--- config.mk ---
export PLATFORM = sky130hd
export DESIGN_NAME = multdiv_unit
export DESIGN_NICKNAME = d
export VERILOG_FILES = /design/src/rtl/multdiv_unit.sv
export SDC_FILE = /design/constraint.sdc
export NUM_CORES = 1
export LEC_CHECK = 0
export BUFFER_PORTS_ARGS = -buffer_cell sky130_fd_sc_hd__buf_2
export CORE_MARGIN = 4
export CORE_UTILIZATION = 59
export CTS_BUF_LIST = sky130_fd_sc_hd__clkbuf_2
export CTS_CLUSTER_SIZE = 16
export DETAILED_ROUTE_END_ITERATION = 7
export GPL_TIMING_DRIVEN = 0
export PLACE_DENSITY = 0.8
export SYNTH_ARGS = -nofsm -noshare
export SYNTH_HDL_FRONTEND = slang
export SYNTH_SLANG_ARGS = --single-unit
--- constraint.sdc ---
create_clock -name clock -period 7.2 [get_ports clock]
set_clock_uncertainty 0.05 [all_clocks]
set_input_delay 0.36 -clock clock [delete_from_list [all_inputs] [get_ports clock]]
set_output_delay 0.36 -clock clock [all_outputs]
set_load 0.005 [all_outputs]
--- src/rtl/multdiv_unit.sv ---
// multdiv_unit: iterative signed multiply/divide unit that sits after the execute stage.
//
// Every operation takes exactly WIDTH cycles from capture to result, whatever the
// operand values, so the pipeline can stall for a fixed time.
//
// Ports:
//   clock           processor clock; all state changes on the rising edge
//   reset           synchronous, active-high; clears all state
//   data_operandA   multiplicand / dividend (two's complement)
//   data_operandB   multiplier / divisor (two's complement)
//   ctrl_MULT       start-multiply pulse (wins over ctrl_DIV)
//   ctrl_DIV        start-divide pulse
//   data_result     registered result, held until the next completion
//   data_exception  overflow / divide-by-zero flag for data_result
//   data_resultRDY  one-cycle pulse while data_result is fresh
//   busy            high while an operation is in flight
module multdiv_unit #(
  parameter int WIDTH = 32
) (
  input  logic             clock,
  input  logic             reset,
  input  logic [WIDTH-1:0] data_operandA,
  input  logic [WIDTH-1:0] data_operandB,
  input  logic             ctrl_MULT,
  input  logic             ctrl_DIV,
  output logic [WIDTH-1:0] data_result,
  output logic             data_exception,
  output logic             data_resultRDY,
  output logic             busy
);

  localparam int CNT_W = $clog2(WIDTH) + 1;
  localparam logic [CNT_W-1:0] LAST_CNT = CNT_W'(WIDTH - 1);
  localparam logic [WIDTH-1:0] MIN_NEG  = {1'b1, {(WIDTH-1){1'b0}}};

  typedef enum logic [1:0] {
    IDLE = 2'd0,
    MUL  = 2'd1,
    DIV  = 2'd2,
    DONE = 2'd3
  } state_t;

  state_t               state_r;
  state_t               state_next_s;
  logic [CNT_W-1:0]     counter_r;
  logic [WIDTH-1:0]     mag_a_r;      // multiplicand, or dividend shifting out / quotient shifting in
  logic [WIDTH-1:0]     mag_b_r;      // divisor magnitude
  logic [2*WIDTH-1:0]   acc_r;        // product accumulator; low half starts as the multiplier
  logic [WIDTH:0]       rem_r;        // partial remainder
  logic                 sign_r;
  logic                 dbz_r;
  logic                 ovf_r;
  logic [WIDTH-1:0]     data_result_r;
  logic                 data_exception_r;

  logic                 busy_s;
  logic                 rdy_s;
  logic                 last_s;
  logic [WIDTH:0]       mul_sum_s;
  logic [2*WIDTH-1:0]   mul_acc_next_s;
  logic [2*WIDTH-1:0]   mul_signed_s;
  logic                 mul_exc_s;
  logic [WIDTH+1:0]     div_shift_s;
  logic [WIDTH+1:0]     div_diff_s;
  logic                 div_fit_s;
  logic [WIDTH:0]       div_rem_next_s;
  logic [WIDTH-1:0]     div_quo_next_s;
  logic [WIDTH-1:0]     div_signed_s;
  logic [WIDTH-1:0]     res_next_s;
  logic                 exc_next_s;

  function automatic logic [WIDTH-1:0] abs_val(input logic [WIDTH-1:0] v);
    abs_val = v[WIDTH-1] ? ({WIDTH{1'b0}} - v) : v;
  endfunction

  assign last_s = (counter_r == LAST_CNT);

  // Shift-add step: add the multiplicand into the upper half when the current
  // multiplier bit (acc LSB) is set, then shift the whole accumulator right.
  always_comb begin
    mul_sum_s      = {1'b0, acc_r[2*WIDTH-1:WIDTH]}
                   + (acc_r[0] ? {1'b0, mag_a_r} : {(WIDTH+1){1'b0}});
    mul_acc_next_s = {mul_sum_s, acc_r[WIDTH-1:1]};
    mul_signed_s   = sign_r ? ({(2*WIDTH){1'b0}} - mul_acc_next_s) : mul_acc_next_s;
    // The product fits in WIDTH signed bits only if its top WIDTH+1 bits agree.
    mul_exc_s      = !((&mul_signed_s[2*WIDTH-1:WIDTH-1]) || ~(|mul_signed_s[2*WIDTH-1:WIDTH-1]));
  end

  // Restoring-division step: shift in the next dividend bit and subtract the
  // divisor only when the trial difference stays non-negative.
  always_comb begin
    div_shift_s    = {rem_r, mag_a_r[WIDTH-1]};
    div_diff_s     = div_shift_s - {2'b00, mag_b_r};
    div_fit_s      = ~div_diff_s[WIDTH+1];
    div_rem_next_s = div_fit_s ? div_diff_s[WIDTH:0] : div_shift_s[WIDTH:0];
    div_quo_next_s = {mag_a_r[WIDTH-2:0], div_fit_s};
    div_signed_s   = sign_r ? ({WIDTH{1'b0}} - div_quo_next_s) : div_quo_next_s;
  end

  // Final result and flag, taken from the last iteration's next values.
  always_comb begin
    res_next_s = data_result_r;
    exc_next_s = data_exception_r;
    case (state_r)
      MUL: begin
        res_next_s = mul_signed_s[WIDTH-1:0];
        exc_next_s = mul_exc_s;
      end
      DIV: begin
        if (dbz_r) begin
          res_next_s = {WIDTH{1'b0}};
          exc_next_s = 1'b1;
        end else if (ovf_r) begin
          res_next_s = MIN_NEG;
          exc_next_s = 1'b1;
        end else begin
          res_next_s = div_signed_s;
          exc_next_s = 1'b0;
        end
      end
      default: begin
        res_next_s = data_result_r;
        exc_next_s = data_exception_r;
      end
    endcase
  end

  // FSM state register.
  always_ff @(posedge clock) begin
    if (reset) begin
      state_r <= IDLE;
    end else begin
      state_r <= state_next_s;
    end
  end

  // FSM next-state logic; starts are only honoured in IDLE or DONE.
  always_comb begin
    state_next_s = state_r;
    case (state_r)
      IDLE, DONE: begin
        if (ctrl_MULT) begin
          state_next_s = MUL;
        end else if (ctrl_DIV) begin
          state_next_s = DIV;
        end else begin
          state_next_s = IDLE;
        end
      end
      MUL, DIV: begin
        if (last_s) begin
          state_next_s = DONE;
        end else begin
          state_next_s = state_r;
        end
      end
      default: state_next_s = IDLE;
    endcase
  end

  // FSM output decode.
  always_comb begin
    busy_s = 1'b0;
    rdy_s  = 1'b0;
    case (state_r)
      MUL, DIV: busy_s = 1'b1;
      DONE:     rdy_s  = 1'b1;
      default: begin
        busy_s = 1'b0;
        rdy_s  = 1'b0;
      end
    endcase
  end

  // Datapath: operand capture, iteration and result registration.
  always_ff @(posedge clock) begin
    if (reset) begin
      counter_r        <= {CNT_W{1'b0}};
      mag_a_r          <= {WIDTH{1'b0}};
      mag_b_r          <= {WIDTH{1'b0}};
      acc_r            <= {(2*WIDTH){1'b0}};
      rem_r            <= {(WIDTH+1){1'b0}};
      sign_r           <= 1'b0;
      dbz_r            <= 1'b0;
      ovf_r            <= 1'b0;
      data_result_r    <= {WIDTH{1'b0}};
      data_exception_r <= 1'b0;
    end else begin
      case (state_r)
        IDLE, DONE: begin
          if (ctrl_MULT || ctrl_DIV) begin
            mag_a_r   <= abs_val(data_operandA);
            mag_b_r   <= abs_val(data_operandB);
            acc_r     <= {{WIDTH{1'b0}}, abs_val(data_operandB)};
            rem_r     <= {(WIDTH+1){1'b0}};
            sign_r    <= data_operandA[WIDTH-1] ^ data_operandB[WIDTH-1];
            dbz_r     <= !ctrl_MULT && (data_operandB == {WIDTH{1'b0}});
            ovf_r     <= !ctrl_MULT && (data_operandA == MIN_NEG)
                         && (data_operandB == {WIDTH{1'b1}});
            counter_r <= {CNT_W{1'b0}};
          end
        end
        MUL: begin
          acc_r     <= mul_acc_next_s;
          counter_r <= counter_r + {{(CNT_W-1){1'b0}}, 1'b1};
        end
        DIV: begin
          rem_r     <= div_rem_next_s;
          mag_a_r   <= div_quo_next_s;
          counter_r <= counter_r + {{(CNT_W-1){1'b0}}, 1'b1};
        end
        default: counter_r <= counter_r;
      endcase
      if (busy_s && last_s) begin
        data_result_r    <= res_next_s;
        data_exception_r <= exc_next_s;
      end
    end
  end

  assign data_result    = data_result_r;
  assign data_exception = data_exception_r;
  assign data_resultRDY = rdy_s;
  assign busy           = busy_s;

endmodule

# Word-level counts from Yosys, hierarchy flattened
# Index checks and enable logic that the tools add are counted.
[classes]
addsub = 7
n_eq_ne = 8
mux = 26
bitwise_logic = 3
reduce_logical = 21
[ops]
columns = ["op", "count"]
rows = [
  ["two-way mux 32 bit", 7],
  ["two-way mux 64 bit", 2],
  ["one-hot mux 32 bit (2 select lines)", 2],
  ["one-hot mux 64 bit (2 select lines)", 1],
  ["subtractor 1 x 32 -> 32 bit (first input constant)", 3],
  ["two-way mux 33 bit", 2],
  ["one-hot mux 33 bit (2 select lines)", 1],
  ["== test 32 bit (second input constant)", 2],
  ["subtractor 1 x 64 -> 64 bit (first input constant)", 1],
  ["subtractor 34 x 32 -> 34 bit", 1],
  ["adder 32 x 32 -> 33 bit", 1],
  ["AND reduction 33 bit", 1],
  ["OR reduction 33 bit", 1],
  ["logical NOT 32 bit", 1],
  ["one-hot mux 6 bit (2 select lines)", 1],
  ["AND reduction 2 bit", 4],
  ["adder 6 x 1 -> 6 bit (second input constant)", 1],
  ["== test 6 x 5 -> 1 bit (second input constant)", 1],
  ["two-way mux 2 bit", 3],
  ["two-way mux 6 bit", 1],
  ["nonzero test 2 bit", 3],
  ["== test 2 bit (second input constant)", 2],
  ["logical AND 1 bit", 4],
  ["two-way mux 1 bit", 4],
  ["other kinds (11)", 15],
]
[word_totals]
regBits = 205
in_bits = 68
wordCells = 76

# Longest topological paths before layout
# Gate-level depths: netlist of run 1.
[logic_depth]
word_depth = 9
mapped_depth = 23
mapped_depth_nobuf = 20

# Worst setup path after synthesis of run 1
# No wires, ideal clock.
[synth_path]
kind = "register to register"
start = "register acc_r[0]"
end = "register data_exception_r (netlist: data_exception)"
setup_ps = 131
t_arrival_ps = 5032
required_time_ps = 7019
slack_ps = 1987
stages_incl_launch_ff = 19
path_buffers = 2
path_cell_list = "dfxtp_1 clkbuf_1 and2_1 ha_1 fa_1 a211oi_2 o21a_1 o31ai_1 xor2_1 or4_4 or4_1 buf_2 or3_4 o21ai_2 xnor2_1 or4_1 or4_1 o41ai_1 o31ai_1"
[synth_between]
elab_chain_len = 9
[synth_rtl]
columns = ["element", "line_no", "rtl"]
rows = [
  ["start: declaration", "48", "logic [2*WIDTH-1:0] acc_r;"],
  ["start signal: assignment", "181", "acc_r <= {(2*WIDTH){1'b0}};"],
  ["start signal: assignment", "194", "acc_r <= {{WIDTH{1'b0}}, abs_val(data_operandB)};"],
  ["start signal: assignment", "204", "acc_r <= mul_acc_next_s;"],
  ["two-way mux 32 bit *", "82", "+ (acc_r[0] ? {1'b0, mag_a_r} : {(WIDTH+1){1'b0}});"],
  ["adder 32 x 32 -> 33 bit *", "82", ""],
  ["subtractor 1 x 64 -> 64 bit", "84", "mul_signed_s = sign_r ? ({(2*WIDTH){1'b0}} - mul_acc_next_s) : mul_acc_next_s;"],
  ["two-way mux 64 bit *", "84", ""],
  ["OR reduction 33 bit", "86", "mul_exc_s = !((&mul_signed_s[2*WIDTH-1:WIDTH-1]) || ~(|mul_signed_s[2*WIDTH-1:WIDTH-1]));"],
  ["inverter 1 bit", "86", ""],
  ["logical OR 1 bit *", "86", ""],
  ["logical NOT 1 bit *", "86", ""],
  ["one-hot mux 1 bit (2 select lines) *", "104", "case (state_r)"],
  ["end signal: assignment", "216", "data_exception_r <= exc_next_s;"],
  ["end: declaration", "54", "logic data_exception_r;"],
]
# Every way passes the cells marked *; elsewhere a longest branch is shown, timed or not.
# A chain may end at the register's enable or synchronous reset.

# Worst setup path after layout of run 1
[layout_path]
start = "register mag_b_r[1]"
end = "register data_result_r[26] (netlist: data_result[26])"
[layout_between]
elab_chain_len = 7
[layout_rtl]
columns = ["element", "line_no", "rtl"]
rows = [
  ["start: declaration", "47", "logic [WIDTH-1:0] mag_b_r;"],
  ["start signal: assignment", "180", "mag_b_r <= {WIDTH{1'b0}};"],
  ["start signal: assignment", "193", "mag_b_r <= abs_val(data_operandB);"],
  ["subtractor 34 x 32 -> 34 bit", "93", "div_diff_s = div_shift_s - {2'b00, mag_b_r};"],
  ["inverter 1 bit", "94", "div_fit_s = ~div_diff_s[WIDTH+1];"],
  ["subtractor 1 x 32 -> 32 bit", "97", "div_signed_s = sign_r ? ({WIDTH{1'b0}} - div_quo_next_s) : div_quo_next_s;"],
  ["two-way mux 32 bit", "97", ""],
  ["two-way mux 32 bit", "113", "end else if (ovf_r) begin"],
  ["two-way mux 32 bit", "110", "if (dbz_r) begin"],
  ["one-hot mux 32 bit (2 select lines)", "104", ""],
  ["end signal: assignment", "186", "data_result_r <= {WIDTH{1'b0}};"],
  ["end signal: assignment", "215", "data_result_r <= res_next_s;"],
  ["end: declaration", "53", "logic [WIDTH-1:0] data_result_r;"],
]
# No other way between the ends.

==> results of run 1 <==
## flip-flops by register name (all words and copies together), names as in the netlist
register	count
dbz_r	1
data_exception	1
mag_a_r	32
sign_r	1
counter_r	6
data_result	32
rem_r	33
state_r	2
acc_r	64
ovf_r	1
mag_b_r	32
## report_power, final
| group | internal (W) | switching, W |
|---|---|---|
| sequential | 0.00128 | 0.000193 |
| combinational | 0.000718 | 0.00142 |
| clock | 0.000338 | 0.000536 |
| total | 0.00234 | 0.00215 |
## cell type report
cell class | count | area share (%)
Antenna cell | 2 | 0.0275
Timing Repair Buffer | 178 | 7.03
Buffer | 144 | 3.07
Tap cell | 341 | 2.34
Inverter | 67 | 1.38
Sequential cell | 205 | 22.5
Multi-Input combinational cell | 1787 | 60.9
Clock buffer | 81 | 2.23
Clock inverter | 14 | 0.501
## cells in the final DEF (no fill, tap or decap), types with 10 or more instances in the layout
master and count:
o31ai_1 45, clkbuf_1 121, o21a_1 11, buf_2 108
xnor2_1 64, o21ai_1 10, nor4_1 18, mux2i_1 13
xor2_1 127, a21o_1 29, dlygate4sd3_1 78, nand4_1 24
or4_1 26, nor2_1 210, o211ai_1 17, a221oi_1 11
ha_1 73, nand2_1 312, dfxtp_1 205, a31oi_1 11
nor3_1 34, buf_1 12, a211oi_1 45, a22oi_1 43
and2_1 44, or3_1 25, clkbuf_2 82, or2_2 13
o41ai_1 21, nor2b_1 20, inv_1 67, nand2b_1 17
nand3_1 36, a21oi_1 170, o21ai_0 173, o221ai_1 21
## timing repair
| action | in CTS | in global routing |
|---|---|---|
| endpoints found under the setup margin | 0 | 1 |
| hold endpoints to repair | 96 | 0 |
| hold buffers | 78 | 0 |
| gates resized for setup | 0 | 1 |
## worst paths after layout
path	startpoint	to	slack [ns]
max	mag_b_r[1]	data_result[26]	0.55
min	data_operandA[14]	mag_a_r[14]	0.02
max reg2reg	mag_b_r[1]	data_result[26]	0.55
min reg2reg	mag_b_r[31]	mag_b_r[31]	0.43
## stage by stage
step	instance area, um2	cells
floorplan	16000	2203
global placement	16900	2644
detailed placement	16900	2644
CTS	18200	2817
global route	18200	2819
finish	18200	2819
## per-layer routing
metal / GRT usage [%] / up-vias
li1: - / 8425
met1: 48.9 / 8508
met2: 56.7 / 1120
met3: 8.09 / 268
met4: 16.2 / 6
met5: 0 / -
## kinds of logic (layout without fill, tap and decap cells)
family | Yosys count | count (layout)
xor gates and xnor gates | 191 | 191
and+or+nand+nor | 833 | 833
other | 0 | 2
buffers and inverters | 211 | 484
muxes | 16 | 16
AOI/OAI and AO/OA | 672 | 672
DFF | 205 | 205
adders and majority gates | 75 | 75
## critical path, cell delays in order (launching register included)
cell	delay [ns]
dfxtp_1	0.38
inv_1	0.06
ha_1	0.28
nor2b_1	0.13
o21a_1	0.18
o21ai_0	0.43
a211oi_1	0.22
o2111ai_1	0.32
a31oi_1	0.26
a221o_1	0.45
a2111o_1	0.41
xor2_1	0.25
inv_1	0.13
clkbuf_1	0.61
clkbuf_2	0.45
ha_1	0.37
nand4_1	0.18
o41ai_1	0.56
o21ai_0	0.24
xnor2_1	0.21
o221ai_1	0.15
o21ai_0	0.13
nor2_1	0.05
==> run summary, run 1 <==
Clock transition at path regs -> 0.10 ns
clock tree from TritonCTS -> yes
cts bufs inserted -> 56
largest fanout of any net on the critical path -> 10
level count of the clock H-tree -> 2
number of instances in the synthesized netlist -> 2,203
metal3 WL -> 6.62 mm
post-detailed-route count of antenna-violating nets -> 0
highest clock rate -> 150 MHz
post-detailed-placement half-perimeter wirelength -> 42.6 mm
maximum count of clock buffers along a single path -> 3
worst skew pair latency -> 0.93 ns
GPL Wtd Cong -> 1.03
detailed route wirelength on metal2 -> 24.9 mm
number of failing setup endpoints in the final timing report -> 0
type of element launching the critical path -> flip-flop
sequential cell area -> 4100 um2
cell leakage power -> 7.39 nW
post-placement worst setup slack -> 0.557 ns
CP Class -> flip-flop to flip-flop
cell types with the largest area share after synthesis -> dfxtp_1 26%, nand2_1 7.3%, xor2_1 7.0%
share of the core filled with cells -> 68.0%
number of post-CTS setup repair buffers -> 0
post-synthesis register bit count -> 205
final period demand of the worst path -> 6.65 ns
cell with the most instances after synthesis -> nand2_1
Setup Total Neg Slack -> 0 ns
area used by multi-input combinational logic -> 11,100 um2
# port buffers -> 100
Data arrival, critical path -> 7.41 ns
Final Net Count -> 2,582
count of filler cells inserted in the layout -> 2,369
die area -> 29,800 um2
count of TritonRoute iterations in the first routing pass -> 8
Post-Route M1 WL -> 23.1 mm
antenna violations before repair -> 5
post-layout worst setup margin -> 0.550 ns
Mapped Nets -> 2,346
detail-routed via count per cell -> 6.50
max-slew headroom at the worst pin -> 24.9%
Hold Vio Cnt, Final -> 0
Crit path required time -> 7.96 ns
vias in the first global route -> 16,989
final wirelength -> 57.7 mm
Max Transition Viols Final -> 0
status -> finished, final reports clean
total power per unit cell area -> 246 nW/um2
Vias -> 18,327
boundary pin count -> 103
area growth from synthesis to layout -> 13.9%
first-pass GRT wire length -> 89.7 mm
vertical die dimension -> 173 um
Least-Margin Pin Slew -> 1.12 ns
complex-gate fraction of the synthesized area -> 27.0%
number of maximum-capacitance constraint violations -> 0
area share of xor/xnor cells in the synthesized design -> 10.5%
Post-Synth Simple-Gate Area -> 24.8%
syn_area_per_cell -> 7.26 um2
DRC Markers -> 0
starting utilization of the core area -> 59.7%
sequential share of the synthesized area -> 25.7%
number of flops mapped to enable cells by yosys -> 0
count of distinct cell types in the synthesized netlist -> 86
adder-cell area share of the yosys netlist -> 5.96%
number of warnings reported in the yosys synthesis log -> 0
biggest area consumer among synthesized cells -> dfxtp_1
global route total overflow -> 0
fraction of post-synthesis cell area in the top cell type by area -> 25.7%
Tot Pwr -> 0.00448 W
flip-flop cell with the highest count after synthesis -> dfxtp_1
CORE AREA -> 26,800 um2
highest routed layer -> met5
Clock Root Buffer -> clkbuf_2
cell area after synthesis -> 16,000 um2
number of cells on the worst hold path -> 5
die boundary width -> 173 um
number of clock sinks -> 205
element type at the critical path end -> flip-flop
detailed router's first-iteration violation count -> 2,341
routed wire length per instance -> 20.5 um
layout cells sized above 1 -> 9.69%
pin count of the biggest net entering global routing -> 17
part of the cycle the worst path needs -> 92.4%
Worst Hold Margin -> 0.0224 ns
highest ir drop seen on vdd -> 0.000168 V
unrepaired setup endpoints after global routing -> false
worst hold path class -> input port to flip-flop
multiplexer fraction of the synthesized cell area -> 1.02%
count of cells along the worst register-to-register path -> 22
top cells by instance count after synthesis -> 312 x nand2_1, 210 x nor2_1, 205 x dfxtp_1, 173 x o21ai_0, 170 x a21oi_1
dominant combinational cell family by area after synthesis -> compound AO/OA/AOI/OAI gates
Global Route Usage Sum -> 36.5%
placement row count -> 60
Synth async-reset ratio -> 0%
No activity file was read; power rests on OpenSTA's default activity.
==> run 2, diff against run 1 <==
--- a/config.mk
+++ b/config.mk
@@ -6,7 +6,7 @@
 export NUM_CORES = 1
 export LEC_CHECK = 0
 export BUFFER_PORTS_ARGS = -buffer_cell sky130_fd_sc_hd__buf_2
-export CORE_MARGIN = 4
+export CORE_MARGIN = 2
 export CORE_UTILIZATION = 59
 export CTS_BUF_LIST = sky130_fd_sc_hd__clkbuf_2
 export CTS_CLUSTER_SIZE = 16
==> run summary, run 2 (same netlist as run 1, synthesis figures left out) <==
count of filler cells inserted in the layout -> 2,379
most common cell after layout, fill and taps aside -> nand2_1
slowest stage cell on the critical path -> o41ai_1
total power per unit cell area -> 249 nW/um2
vertical die dimension -> 169 um
boundary pin count -> 103
cts bufs inserted -> 56
part of the cycle the worst path needs -> 94.9%
Crit path required time -> 7.98 ns
number of standard cells in the layout, taps in and fillers out -> 2,819
cell class contributing the biggest share of worst-path delay -> compound AO/OA/AOI/OAI gates
number of maximum-capacitance constraint violations -> 0
number of cells in the design after placement -> 2,644
first-pass GRT wire length -> 91.4 mm
CORE AREA -> 26,800 um2
worst skew pair latency -> 0.90 ns
routed wire length per instance -> 21.1 um
Top reg by flops -> acc_r
number of flip-flops under the largest register name -> 64
starting utilization of the core area -> 59.7%
Least-Margin Pin Slew -> 1.03 ns
die boundary width -> 169 um
layout cells sized above 1 -> 9.65%
number of clock sinks -> 205
vias in the first global route -> 16,982
Global Route Usage Sum -> 40.5%
die area -> 28,400 um2
post-detailed-route count of antenna-violating nets -> 0
largest fanout of any net on the critical path -> 10
combined buffer and inverter count along the critical path -> 4
GPL Wtd Cong -> 0.989
number of failing setup endpoints in the final timing report -> 0
DRC Markers -> 0
cell leakage power -> 7.37 nW
status -> finished, final reports clean
global route total overflow -> 0
highest ir drop seen on vdd -> 0.000170 V
Max Transition Viols Final -> 0
number of post-CTS setup repair buffers -> 0
final wirelength -> 59.5 mm
final period demand of the worst path -> 6.83 ns
cell occurring most often along the worst timing path -> o21ai_0
Tot Pwr -> 0.00452 W
clock tree from TritonCTS -> yes
maximum count of clock buffers along a single path -> 3
Top Registers -> acc_r x64, rem_r x33
unrepaired setup endpoints after global routing -> false
pin count of the biggest net entering global routing -> 16
Vias -> 18,412
element type at the critical path end -> flip-flop
Final Net Count -> 2,577
worst hold path class -> input port to flip-flop
antenna violations before repair -> 3
area growth from synthesis to layout -> 13.6%
Hold Vio Cnt, Final -> 0
area post-placement -> 16,900 um2
Clock transition at path regs -> 0.12 ns
Cell Chain, Critical Path -> inv_1, ha_1, nor2b_1, o21a_1, o21ai_0, a211oi_1, o2111ai_1, a31oi_1, a221o_1, a2111o_1, xor2_1, inv_1, clkbuf_1, clkbuf_2, ha_1, nand4_1, o41ai_1, o21ai_0, xnor2_1, o221ai_1, o21ai_0, nor2_1
count of TritonRoute iterations in the first routing pass -> 6
type of element launching the critical path -> flip-flop
Setup Total Neg Slack -> 0 ns
area of all placed cells without fillers -> 18,200 um2
detail-routed via count per cell -> 6.53
area used by multi-input combinational logic -> 11,100 um2
max-slew headroom at the worst pin -> 30.8%
longest individual stage delay on the worst path -> 0.71 ns
Clock Root Buffer -> clkbuf_2
level count of the clock H-tree -> 2
# port buffers -> 100
sequential cell area -> 4100 um2
leading cell types in the layout, fill and taps excluded -> 312 x nand2_1, 210 x nor2_1, 205 x dfxtp_1
post-detailed-placement half-perimeter wirelength -> 44.5 mm
Data arrival, critical path -> 7.62 ns
highest clock rate -> 146 MHz
placement row count -> 60
detailed router's first-iteration violation count -> 2,268
CP Class -> flip-flop to flip-flop
run 2: path summary, 6_finish.rpt:
path                            slack, ns  depth (start not counted)        startpoint               to
worst min-delay path                 0.06                          6  data_operandA[7]       mag_a_r[9]
worst min register to register       0.42                          2    data_result[5]   data_result[5]
worst max register to register       0.37                         22        mag_b_r[1]  data_result[26]
worst max-delay path                 0.37                         22        mag_b_r[1]  data_result[26]
run 2: tightest hold or removal path: stages:
cell,delay (ns)
buf_2,0.13
o31ai_1,0.10
xor2_1,0.14
o21ai_0,0.09
nand2_1,0.07
a21oi_1,0.05
run 2: power breakdown:
group | switching [W] | total (W) | internal, W
clock | 0.000537 | 0.000875 | 0.000338
sequential | 0.000213 | 0.00149 | 0.00128
combinational | 0.00144 | 0.00215 | 0.000715
total | 0.00218 | 0.00452 | 0.00233
run 2: cell type report:
| type | count | area share (%) |
|---|---|---|
| Multi-Input combinational cell | 1787 | 61.0 |
| Sequential cell | 205 | 22.6 |
| Timing Repair Buffer | 173 | 6.77 |
| Buffer | 144 | 3.08 |
| Tap cell | 341 | 2.35 |
| Clock buffer | 80 | 2.20 |
| Inverter | 67 | 1.38 |
| Clock inverter | 21 | 0.633 |
| Antenna cell | 1 | 0.0138 |
run 2: timing repair:
| action | in CTS | in global routing |
|---|---|---|
| hold buffers | 73 | 0 |
| endpoints found under the setup margin | 0 | 1 |
| endpoints found under the hold margin | 88 | 0 |
| gates resized for setup | 0 | 1 |
run 2: metrics by stage:
step	hold WS, ns	setup WS [ns]	util [%]
floorplan	0.386	1.99	-
global placement	0.397	0.560	63.2
detailed placement	0.398	0.425	63.2
CTS	0.0100	0.357	67.8
global route	0.0814	0.171	67.8
finish	0.0582	0.367	67.8
run 2: layer usage:
metal / vias up / share of wire (%) / global-route usage, %
met5: - / 0.044 / 0
met4: 4 / 4.8 / 17.3
met3: 254 / 11 / 9.03
met2: 1117 / 43 / 62.4
met1: 8611 / 41 / 54.6
li1: 8426 / - / -
==> run 3, diff against run 2 <==
--- a/config.mk
+++ b/config.mk
@@ -6,13 +6,12 @@
 export NUM_CORES = 1
 export LEC_CHECK = 0
 export BUFFER_PORTS_ARGS = -buffer_cell sky130_fd_sc_hd__buf_2
-export CORE_MARGIN = 2
 export CORE_UTILIZATION = 59
 export CTS_BUF_LIST = sky130_fd_sc_hd__clkbuf_2
 export CTS_CLUSTER_SIZE = 16
 export DETAILED_ROUTE_END_ITERATION = 7
 export GPL_TIMING_DRIVEN = 0
-export PLACE_DENSITY = 0.8
+export PLACE_DENSITY = 0.84
 export SYNTH_ARGS = -nofsm -noshare
 export SYNTH_HDL_FRONTEND = slang
 export SYNTH_SLANG_ARGS = --single-unit
==> run summary, run 3 (same netlist as run 1, synthesis figures left out) <==
status -> finished, final reports clean
post-detailed-route count of antenna-violating nets -> 0
final period demand of the worst path -> 6.95 ns
die boundary width -> 167 um
area used by multi-input combinational logic -> 11,100 um2
Clock transition at path regs -> 0.11 ns
clock tree from TritonCTS -> yes
Top Registers -> acc_r x64, rem_r x33
sequential share of power -> 32.6%
number of clock sinks -> 205
starting utilization of the core area -> 60.7%
pin count of the biggest net entering global routing -> 17
detailed router's first-iteration violation count -> 2,767
launch point of the worst path -> mag_b_r[1]
leading cell types in the layout, fill and taps excluded -> 312 x nand2_1, 210 x nor2_1, 205 x dfxtp_1
unrepaired setup endpoints after global routing -> false
part of the cycle the worst path needs -> 96.5%
largest fanout of any net on the critical path -> 10
area growth from synthesis to layout -> 14.4%
Data arrival, critical path -> 7.69 ns
P_int -> 0.00232 W
power share of the combinational group -> 48.3%
Global Route Usage Sum -> 41.8%
Clock Root Buffer -> clkbuf_2
Vias -> 18,708
routed wire length per instance -> 21.1 um
cell leakage power -> 7.41 nW
Hold Vio Cnt, Final -> 0
vertical die dimension -> 167 um
number of cells in the design after placement -> 2,638
placement row count -> 59
post-detailed-placement half-perimeter wirelength -> 43.4 mm
Final Net Count -> 2,594
Max Transition Viols Final -> 0
antenna violations before repair -> 2
number of failing setup endpoints in the final timing report -> 0
boundary pin count -> 103
startpoint of the tightest hold check path -> data_operandA[31]
Least-Margin Pin Slew -> 1.43 ns
Crit path required time -> 7.94 ns
highest clock rate -> 144 MHz
highest ir drop seen on vdd -> 0.000223 V
Tot Pwr -> 0.00452 W
layout cells sized above 1 -> 9.17%
vias in the first global route -> 17,146
DRC Markers -> 0
global route total overflow -> 0
Worst Hold Margin -> 0.0628 ns
element type at the critical path end -> flip-flop
GPL Wtd Cong -> 0.996
area post-placement -> 16,900 um2
type of element launching the critical path -> flip-flop
first-pass GRT wire length -> 92.7 mm
cts bufs inserted -> 55
sequential cell area -> 4100 um2
Setup Total Neg Slack -> 0 ns
area of all placed cells without fillers -> 18,300 um2
# port buffers -> 100
source of the worst register-to-register timing path -> mag_b_r[1]
Top reg by flops -> acc_r
count of TritonRoute iterations in the first routing pass -> 7
number of maximum-capacitance constraint violations -> 0
total power per unit cell area -> 247 nW/um2
net switching power -> 0.00220 W
final wirelength -> 59.6 mm
Switching Share -> 48.7%
die area -> 27,800 um2
clock network fraction of total power -> 19.1%
maximum count of clock buffers along a single path -> 3
most common cell after layout, fill and taps aside -> nand2_1
detail-routed via count per cell -> 6.63
number of standard cells in the layout, taps in and fillers out -> 2,823
level count of the clock H-tree -> 2
CORE AREA -> 26,400 um2
count of filler cells inserted in the layout -> 2,188
CP Class -> flip-flop to flip-flop
worst skew pair latency -> 0.94 ns
number of flip-flops under the largest register name -> 64
worst hold path class -> input port to flip-flop
max-slew headroom at the worst pin -> 4.22%
-- run 3: cell types whose count changed in the layout (fill, tap and decap cells not counted) --
cell	previous run	this run
clkbuf_2	81	73
clkinv_1	15	16
clkinv_2	4	1
clkinv_4	1	0
clkinvlp_4	0	1
diode_2	1	2
dlygate4sd3_1	73	91
inv_6	0	1
nor3b_1	6	7
nor3b_2	1	0
-- run 3: worst paths after layout --
path | to | slack [ns] | cells past startpoint
worst max-delay path | data_result[26] | 0.25 | 22
worst min-delay path | mag_a_r[2] | 0.06 | 6
worst max register to register | data_result[26] | 0.25 | 22
worst min register to register | mag_b_r[31] | 0.43 | 2
-- run 3: metrics by stage --
stage	utilization, %	setup slack (ns)
after floorplan	-	1.99
after global placement	64.2	0.493
after detailed placement	64.2	0.377
after CTS	69.4	0.319
after global routing	69.5	0.126
final	69.5	0.255
-- run 3: worst max-delay path: stages (launching register included) --
cell,delay [ns]
dfxtp_1,0.40
inv_1,0.06
ha_1,0.28
nor2b_1,0.13
o21a_1,0.17
o21ai_0,0.46
a211oi_1,0.25
o2111ai_1,0.38
a31oi_1,0.27
a221o_1,0.44
a2111o_1,0.43
xor2_1,0.26
inv_1,0.13
clkbuf_1,0.67
clkbuf_2,0.48
ha_1,0.36
nand4_1,0.19
o41ai_1,0.58
o21ai_0,0.30
xnor2_1,0.21
o221ai_1,0.13
o21ai_0,0.12
nor2_1,0.05
-- run 3: repair_timing --
item,CTS,global route
endpoints found under the hold margin,96,0
setup buffers,0,0
hold buffers,91,0
setup endpoints to repair,0,2
gates resized for setup,0,1
-- run 3: area by class of cell --
type | instances | share of cell area, %
diodes | 2 | 0.0273
inverters | 67 | 1.37
clock buffers | 72 | 1.97
flip-flops and latches | 205 | 22.4
plain buffers | 144 | 3.06
multi-input cells | 1787 | 60.5
clock inverters | 20 | 0.608
well taps | 335 | 2.29
repair buffers | 191 | 7.71
-- run 3: metal layers --
metal	track usage (%)	share of wire [%]	up-vias
met5	0	0	-
met4	19.6	4.5	0
met3	8.72	12	239
met2	63.3	43	1310
met1	56.7	41	8721
li1	-	-	8438
-- run 3: power by group through the flow --
stage | combinational, W | clock [W] | sequential, W
floorplan | 0.00147 | 0 | 0.00142
global placement | 0.00198 | 0 | 0.00148
detailed placement | 0.00202 | 0 | 0.00149
CTS | 0.00208 | 0.000854 | 0.00146
global route | 0.00235 | 0.000908 | 0.00148
finish | 0.00218 | 0.000863 | 0.00147
